--- src/rtl/mux_arb_nto1.sv ---
// ============================================================================
// Module   : mux_arb_nto1
// Purpose  : N-to-1 valid/ready multiplexer with fixed or round-robin
//            selection feeding a one-entry registered output stage.
// Revision : 1.0
// ============================================================================
`default_nettype none

module mux_arb_nto1 #(
  parameter int SIZE  = 32,
  parameter int NUM   = 4,
  parameter int SEL_W = 2
) (
  input  logic                  clk_i,
  input  logic                  rst_i,
  input  logic                  mode_i,
  input  logic [SEL_W-1:0]      select_i,
  input  logic [NUM-1:0]        valid_i,
  input  logic [NUM*SIZE-1:0]   data_i,
  output logic [NUM-1:0]        ready_o,
  output logic                  valid_o,
  output logic [SIZE-1:0]       data_o,
  output logic [SEL_W-1:0]      grant_o,
  input  logic                  ready_i
);

  localparam logic [SEL_W:0] c_num = (SEL_W+1)'(NUM);

  logic                 r_valid;
  logic [SIZE-1:0]      r_data;
  logic [SEL_W-1:0]     r_grant;
  logic [SEL_W-1:0]     r_ptr;

  logic                 w_load_en;
  logic                 w_rr_found;
  logic [SEL_W-1:0]     w_rr_idx;
  logic [SEL_W:0]       w_pos;
  logic                 w_fx_ok;
  logic                 w_has_cand;
  logic [SEL_W-1:0]     w_cand;
  logic                 w_cand_valid;
  logic [SIZE-1:0]      w_cand_data;
  logic [NUM-1:0]       w_ready;
  logic                 w_accept;
  logic [SEL_W:0]       w_cand_inc;
  logic [SEL_W-1:0]     w_ptr_next;
  logic [SIZE-1:0]      w_chan [NUM];

  generate
    for (genvar k = 0; k < NUM; k++) begin : g_unpack
      assign w_chan[k] = data_i[k*SIZE +: SIZE];
    end
  endgenerate

  // The register refills in the same cycle it drains.
  assign w_load_en = !r_valid || ready_i;

  // Round-robin scan from r_ptr with wrap modulo NUM. Walking the offsets
  // downwards lets the nearest valid channel overwrite any farther one.
  always_comb begin
    w_rr_found = 1'b0;
    w_rr_idx   = '0;
    w_pos      = '0;
    for (int i = NUM - 1; i >= 0; i--) begin
      w_pos = {1'b0, r_ptr} + (SEL_W+1)'(i);
      if (w_pos >= c_num) begin
        w_pos = w_pos - c_num;
      end
      if (valid_i[w_pos[SEL_W-1:0]]) begin
        w_rr_found = 1'b1;
        w_rr_idx   = w_pos[SEL_W-1:0];
      end
    end
  end

  assign w_fx_ok    = ({1'b0, select_i} < c_num);
  assign w_has_cand = mode_i ? w_rr_found : w_fx_ok;
  assign w_cand     = mode_i ? w_rr_idx   : select_i;

  always_comb begin
    w_cand_valid = 1'b0;
    w_cand_data  = '0;
    w_ready      = '0;
    for (int k = 0; k < NUM; k++) begin
      if (SEL_W'(k) == w_cand) begin
        w_cand_valid = valid_i[k];
        w_cand_data  = w_chan[k];
        w_ready[k]   = w_has_cand && w_load_en;
      end
    end
  end

  assign ready_o  = w_ready;
  assign w_accept = w_has_cand && w_load_en && w_cand_valid;

  assign w_cand_inc = {1'b0, w_cand} + (SEL_W+1)'(1);
  assign w_ptr_next = (w_cand_inc >= c_num) ? '0 : w_cand_inc[SEL_W-1:0];

  always_ff @(posedge clk_i) begin
    if (rst_i) begin
      r_valid <= 1'b0;
      r_data  <= '0;
      r_grant <= '0;
      r_ptr   <= '0;
    end else begin
      if (w_accept) begin
        r_valid <= 1'b1;
        r_data  <= w_cand_data;
        r_grant <= w_cand;
        if (mode_i) begin
          r_ptr <= w_ptr_next;
        end
      end else if (r_valid && ready_i) begin
        r_valid <= 1'b0;
      end
    end
  end

  assign valid_o = r_valid;
  assign data_o  = r_data;
  assign grant_o = r_grant;

endmodule

`default_nettype wire
--- config.mk ---
export PLATFORM = sky130hd
export DESIGN_NAME = mux_arb_nto1
export DESIGN_NICKNAME = d
export VERILOG_FILES = /design/src/rtl/mux_arb_nto1.sv
export SDC_FILE = /design/constraint.sdc
export NUM_CORES = 1
export LEC_CHECK = 0
export CAP_MARGIN = 15
export CORE_MARGIN = 2
export CORE_UTILIZATION = 32
export DETAILED_ROUTE_END_ITERATION = 12
export GPL_TIMING_DRIVEN = 0
export PLACE_DENSITY = 0.78
export SLEW_MARGIN = 10
export SYNTH_ARGS = -nofsm -noshare
export SYNTH_HDL_FRONTEND = slang
export SYNTH_SLANG_ARGS = --single-unit
--- constraint.sdc ---
create_clock -name clk_i -period 3.2 [get_ports clk_i]
set_clock_uncertainty 0.05 [all_clocks]
set_input_delay 0.8 -clock clk_i [delete_from_list [all_inputs] [get_ports clk_i]]
set_output_delay 0.8 -clock clk_i [all_outputs]
set_load 0.01 [all_outputs]
# ---- After elaboration in Yosys (flattened, before gate mapping)
# Cells that the tools add are included.
dict set report totals {
  reg_bits 37
  output_inout_bits 39
}
dict set report op_classes {
  addsub 8
  order_cmp 9
  eq_ne 3
  mux 37
  reduce_logical 8
}
# operator count
set op_table {}
lappend op_table {{2-to-1 mux 32 bit} 4}
lappend op_table {{2-to-1 mux 2 bit} 10}
lappend op_table {{2-to-1 mux 1 bit} 19}
lappend op_table {{>= comparator 3 bit, second input constant} 4}
lappend op_table {{< comparator 2 x 3 -> 1 bit, second input constant} 4}
lappend op_table {{binary-select mux 1 bit (select 2 bit)} 4}
lappend op_table {{subtractor 2 x 1 -> 2 bit, second input constant} 4}
lappend op_table {{adder 2 x 1 -> 3 bit, second input constant} 2}
lappend op_table {{adder 2 x 2 -> 3 bit, second input constant} 2}
lappend op_table {{== test 2 bit, first input constant} 2}
lappend op_table {{>= comparator 2 x 3 -> 1 bit, second input constant} 1}
lappend op_table {{logical AND 1 bit} 3}
lappend op_table {{== test 1 x 2 -> 1 bit, first input constant} 1}
lappend op_table {{zero test 2 bit} 1}
lappend op_table {{AND reduction 2 bit} 1}
lappend op_table {{nonzero test 2 bit} 1}
lappend op_table {{zero test 1 bit} 1}
lappend op_table {{logical OR 1 bit} 1}

# ---- Depth between registers and ports, before layout
dict set report depth {
  ltp_word 17
  ltp_mapped 14
  mapped_depth_nobuf 11
}

# ---- Worst setup path after synthesis
# Ideal clock, no wire load.
dict set report synth_path {
  kind {input to output}
  startpoint {input mode_i}
  endpoint {output ready_o[3]}
  arrival_time_ns 2.442
  slack_ns -0.092
  path_stages 8
  path_buffers 3
  cell_sequence {buf_4 nand2b_4 a311oi_1 a211oi_1 ha_1 clkbuf_1 clkbuf_1 and2_1}
}
dict set report synth_between {
  elab_chain_cells 3
  word_cells_on_any_way 5
}
# item line
set synth_rtl {}
lappend synth_rtl {{from (decl)} 16} ;# input logic mode_i,
lappend synth_rtl {{2-to-1 mux 2 bit} 78} ;# assign w_cand = mode_i ? w_rr_idx : select_i;
lappend synth_rtl {{via w_cand[1]} 40} ;# logic [SEL_W-1:0] w_cand;
lappend synth_rtl {{== test 2 bit} 85} ;# if (SEL_W'(k) == w_cand) begin
lappend synth_rtl {{2-to-1 mux 1 bit} 85}
lappend synth_rtl {{to (decl)} 20} ;# output logic [NUM-1:0] ready_o,
# The timed path passes the listed nets, and every way through them passes these cells.

# ---- Worst setup path after layout
dict set report layout_path {
  startpoint {input valid_i[2]}
  endpoint {output ready_o[3]}
}
dict set report layout_between {
  elab_chain_cells 9
  word_cells_on_any_way 21
}
# item line
set layout_rtl {}
lappend layout_rtl {{from (decl)} 18} ;# input logic [NUM-1:0] valid_i,
lappend layout_rtl {{binary-select mux 1 bit (select 2 bit)} 69} ;# if (valid_i[w_pos[SEL_W-1:0]]) begin
lappend layout_rtl {{2-to-1 mux 1 bit (not written as such)} 69}
lappend layout_rtl {{2-to-1 mux 2 bit (3 in a row)} 69}
lappend layout_rtl {{2-to-1 mux 2 bit *} 69}
lappend layout_rtl {{2-to-1 mux 2 bit *} 78}
lappend layout_rtl {{via w_cand[0]} 40}
lappend layout_rtl {{== test 2 bit *} 85}
lappend layout_rtl {{2-to-1 mux 1 bit *} 85}
# Mark *: on every way through the listed nets, which the timed path passes. The rest lies on a longest branch. The select of a mux whose other input is x is not followed.

==> results.md <==
* Status: finished clean
* Met3 usage at 0.0764
* Clock insertion delay at the later pin of the skew report at approximately 0.29 ns
* Worst Hold Path EP: data_o[4]
* Final Hold Vio Count at 0
* DRT iter0 DRCs at ~120
* Worst path slowest cell: a21oi_4
* Switching fraction of total power at 0.357
* CTS tree: done
* Minimum clock period at 3.12 ns
* Leakage at 1.72 nW
* Post-DP HPWL at around 7700 µm
* # fillers at 687
* Met1 Track Usage GR at 0.261
* Worst Hold Depth at 2
* Kind of critical path: primary input to output pin
* Power, Total at 2.27 mW
* FMAX at 320 MHz
* Reg power frac at 0.275
* Combinational power share at 0.535
* Min-Delay Path Class: flip-flop to flip-flop
* R2r startpoint: r_ptr[1]
* First-pass GRT wire length at 16000 µm
* Critical path arrival at 2.27 ns
* Place WS at -1.50 ns
* Die Area at 0.00847 mm²
* Met2 usage in global routing at 0.415
* Net switching power at a little over 0.8 mW
* Synth warn at 0
* Clock sink count at 37
* H-tree levels at 2
* Synthesized cell area at 0.00248 mm²
* Global route overflow at 0
* Syn Nets at 461
* Layout Nets at 654
* Worst-path cell chain: buf_4 > o21bai_4 > a21oi_4 > o21bai_4 > a21oi_4 > buf_6 > ha_4 > clkbuf_8 > and2_1 > buf_2
* Antenna violations before repair at 0
* Final instance area at 0.00471 mm²
* Largest net degree at the start of global routing at 12
* Final setup violation count at 0
* Final Core Density at 0.619
* Top cell type's share of synthesized area at 0.299
* Top post-synthesis cells by area: dfxtp_1, a221oi_1, nor2b_1, a21oi_1, a211oi_1
* TritonCTS buffer count at 5
* Post-synthesis sequential area ratio at 0.299
* Placement Cell Area at 0.00437 mm²
* Die X at 92.1 µm
* Router iterations before antenna repair at 4
* CORE AREA at 0.00761 mm²
* Area Overhead vs Synth at 89.9%
* Slew headroom at 0.487
* Cell variety after synth at 35
* Worst-path clk slew at around 0.070 ns
* # DRC at 0
* # diodes at 0
* Dominant cell type by area after synthesis: dfxtp_1
* Reg2reg end: data_o[11]
* Port bufs at 175
* Critical Path RT at 2.35 ns
* Chip height at 92.1 µm
* Wirelength per Cell at around 17 µm
* Critical path endpoint category: output pin
* Hold Startpoint: data_o[4]
* Critical Path Max Stage Delay at approximately 0.19 ns
* Worst-Margin Slew at 0.769 ns
* CP max FO at 11
* Final Slew Violations at 0
* Setup TNS at 0 ns
* Gate Count Post-Synth at 319
* Final worst slack at 0.0797 ns
* Int Pwr at 1.46 mW
* Worst-case register-to-register setup slack at 0.31 ns
* Tcrit/Tclk final at 0.975
* GRT Max-Usage Layer: met2
* Clock Path Buffers at 2
* I/O pins at 177
* Worst-case reg-to-reg path depth at 15
* Gpl congestion at 0.789
* Max-Cap Viols at 0
* Power per cell area at 481 mW/mm²
* Worst vdd ir at a little over 0.2 mV
* Syn avg cell area at slightly below 8 µm²
* Root Buffer: clkbuf_8
* Routed Antenna Nets at 0
* Vias in the first global route at 3356
* CP Launch Type: primary input
* Clock network fraction of total power at 0.191
* Initial Util at 0.326
* Vias per cell at about 5.3
* Layout cells sized above 1 at 0.150
* Synthesized flop and latch total at 37
* DR vias at 3278
* Site Rows at 32
* Gr usage total at 0.238
* DRT Wirelength at 10600 µm
[area by class of cell]
type,instances,area (µm²),area share
inverter,4,20.0,0.00425
tap,102,128,0.0271
multi-input combinational,244,1690,0.359
buffer,30,180,0.0382
clock inverter,1,30.0,0.00637
clock buffer,7,86.3,0.0183
sequential,37,741,0.157
timing repair buffer,190,1840,0.390
[per-stage QoR]
stage	instances	hold slack, ns
after floorplan	319	0.459
after global placement	596	0.427
after detailed placement	596	0.444
after CTS	614	0.452
after global routing	615	0.472
final	615	0.451
[Yosys cell counts (all sizes together)]
master / instances
ha: 4
a21oi: 41
nand2b: 5
and2: 5
nor2b: 34
nand3: 1
dfxtp: 37
clkbuf: 21
o21bai: 2
nor2: 37
o21ai: 2
a221oi: 31
a21bo: 1
nand3b: 1
buf: 13
o31ai: 1
or3b: 1
inv: 4
nand2: 5
a31oi: 1
o211a: 1
mux2i: 1
a211oi: 33
a311oi: 1
o311a: 1
o41a: 1
nor3: 33
o21a: 1
[worst max-delay path by stage]
stage                      end  slack, ns  depth (start not counted)       start
CTS                 ready_o[2]      -0.10                         11  valid_i[2]
global placement    ready_o[2]      -1.43                         11  valid_i[0]
global route        grant_o[0]      -0.04                         16  valid_i[2]
finish              ready_o[3]       0.08                         10  valid_i[2]
detailed placement  ready_o[2]      -1.50                         11  valid_i[2]
floorplan           ready_o[3]       0.05                          8  valid_i[2]
[registers in the layout (all words and copies together), names as in the netlist]
register,count
grant_o,2
valid_o,1
r_ptr,2
data_o,32
[critical path, delay by kind of cell]
kind	cells	cell delay, ns
adder cells (fa/ha/maj)	1	0.13
buffers and inverters	4	0.56
AO/OA/AOI/OAI	4	0.63
AND/OR/NAND/NOR	1	0.13
[cells by family (layout without fill, tap and decap cells)]
group | after synthesis | in the layout | share of synthesized area
DFF | 37 | 37 | 0.299
adders and majority gates | 4 | 4 | 0.0202
buffers and inverters | 38 | 232 | 0.0721
muxes | 1 | 1 | 0.00403
AOI/OAI and AO/OA | 117 | 117 | 0.353
and+or+nand+nor | 122 | 122 | 0.253
[power groups by stage]
stage	clock [mW]	combinational [mW]	sequential (mW)
after CTS	0.431	1.20	0.622
after floorplan	0	0.543	0.676
after global placement	0	1.10	0.628
after global routing	0.454	1.31	0.637
after detailed placement	0	1.13	0.631
final	0.432	1.21	0.623
[layout by cell type, fill, tap and decap left out, types with 2 or more instances in the layout]
| master | netlist | layout |
|---|---|---|
| a211oi_1 | 23 | 22 |
| a211oi_2 | 10 | 11 |
| a21oi_1 | 40 | 37 |
| a21oi_2 | 1 | 2 |
| a21oi_4 | 0 | 2 |
| a221oi_1 | 31 | 31 |
| and2_1 | 4 | 4 |
| buf_2 | 8 | 12 |
| buf_4 | 1 | 16 |
| buf_6 | 3 | 6 |
| clkbuf_1 | 21 | 15 |
| clkbuf_2 | 0 | 3 |
| clkbuf_8 | 0 | 8 |
| clkdlybuf4s50_1 | 0 | 166 |
| dfxtp_1 | 37 | 37 |
| ha_4 | 0 | 4 |
| inv_4 | 0 | 2 |
| nand2_1 | 5 | 4 |
| nand2b_1 | 4 | 4 |
| nor2_1 | 37 | 35 |
| nor2_2 | 0 | 2 |
| nor2b_1 | 34 | 33 |
| nor3_1 | 33 | 33 |
| o21bai_4 | 0 | 2 |
[repair_timing]
action,in CTS,in global routing
hold buffers,0,0
buffers inserted,11,4
pin swaps,8,7
endpoints found under the setup margin,41,34
resized for setup,65,26
[routing by layer]
layer / vias up / share of wire / wire length [µm]
li1: 1575 / - / -
met1: 1529 / 0.39 / 4140
met2: 146 / 0.49 / 5200
met3: 28 / 0.083 / 879
met4: 0 / 0.032 / 333
met5: - / 0 / 0
(Power assumes the default switching activity.)
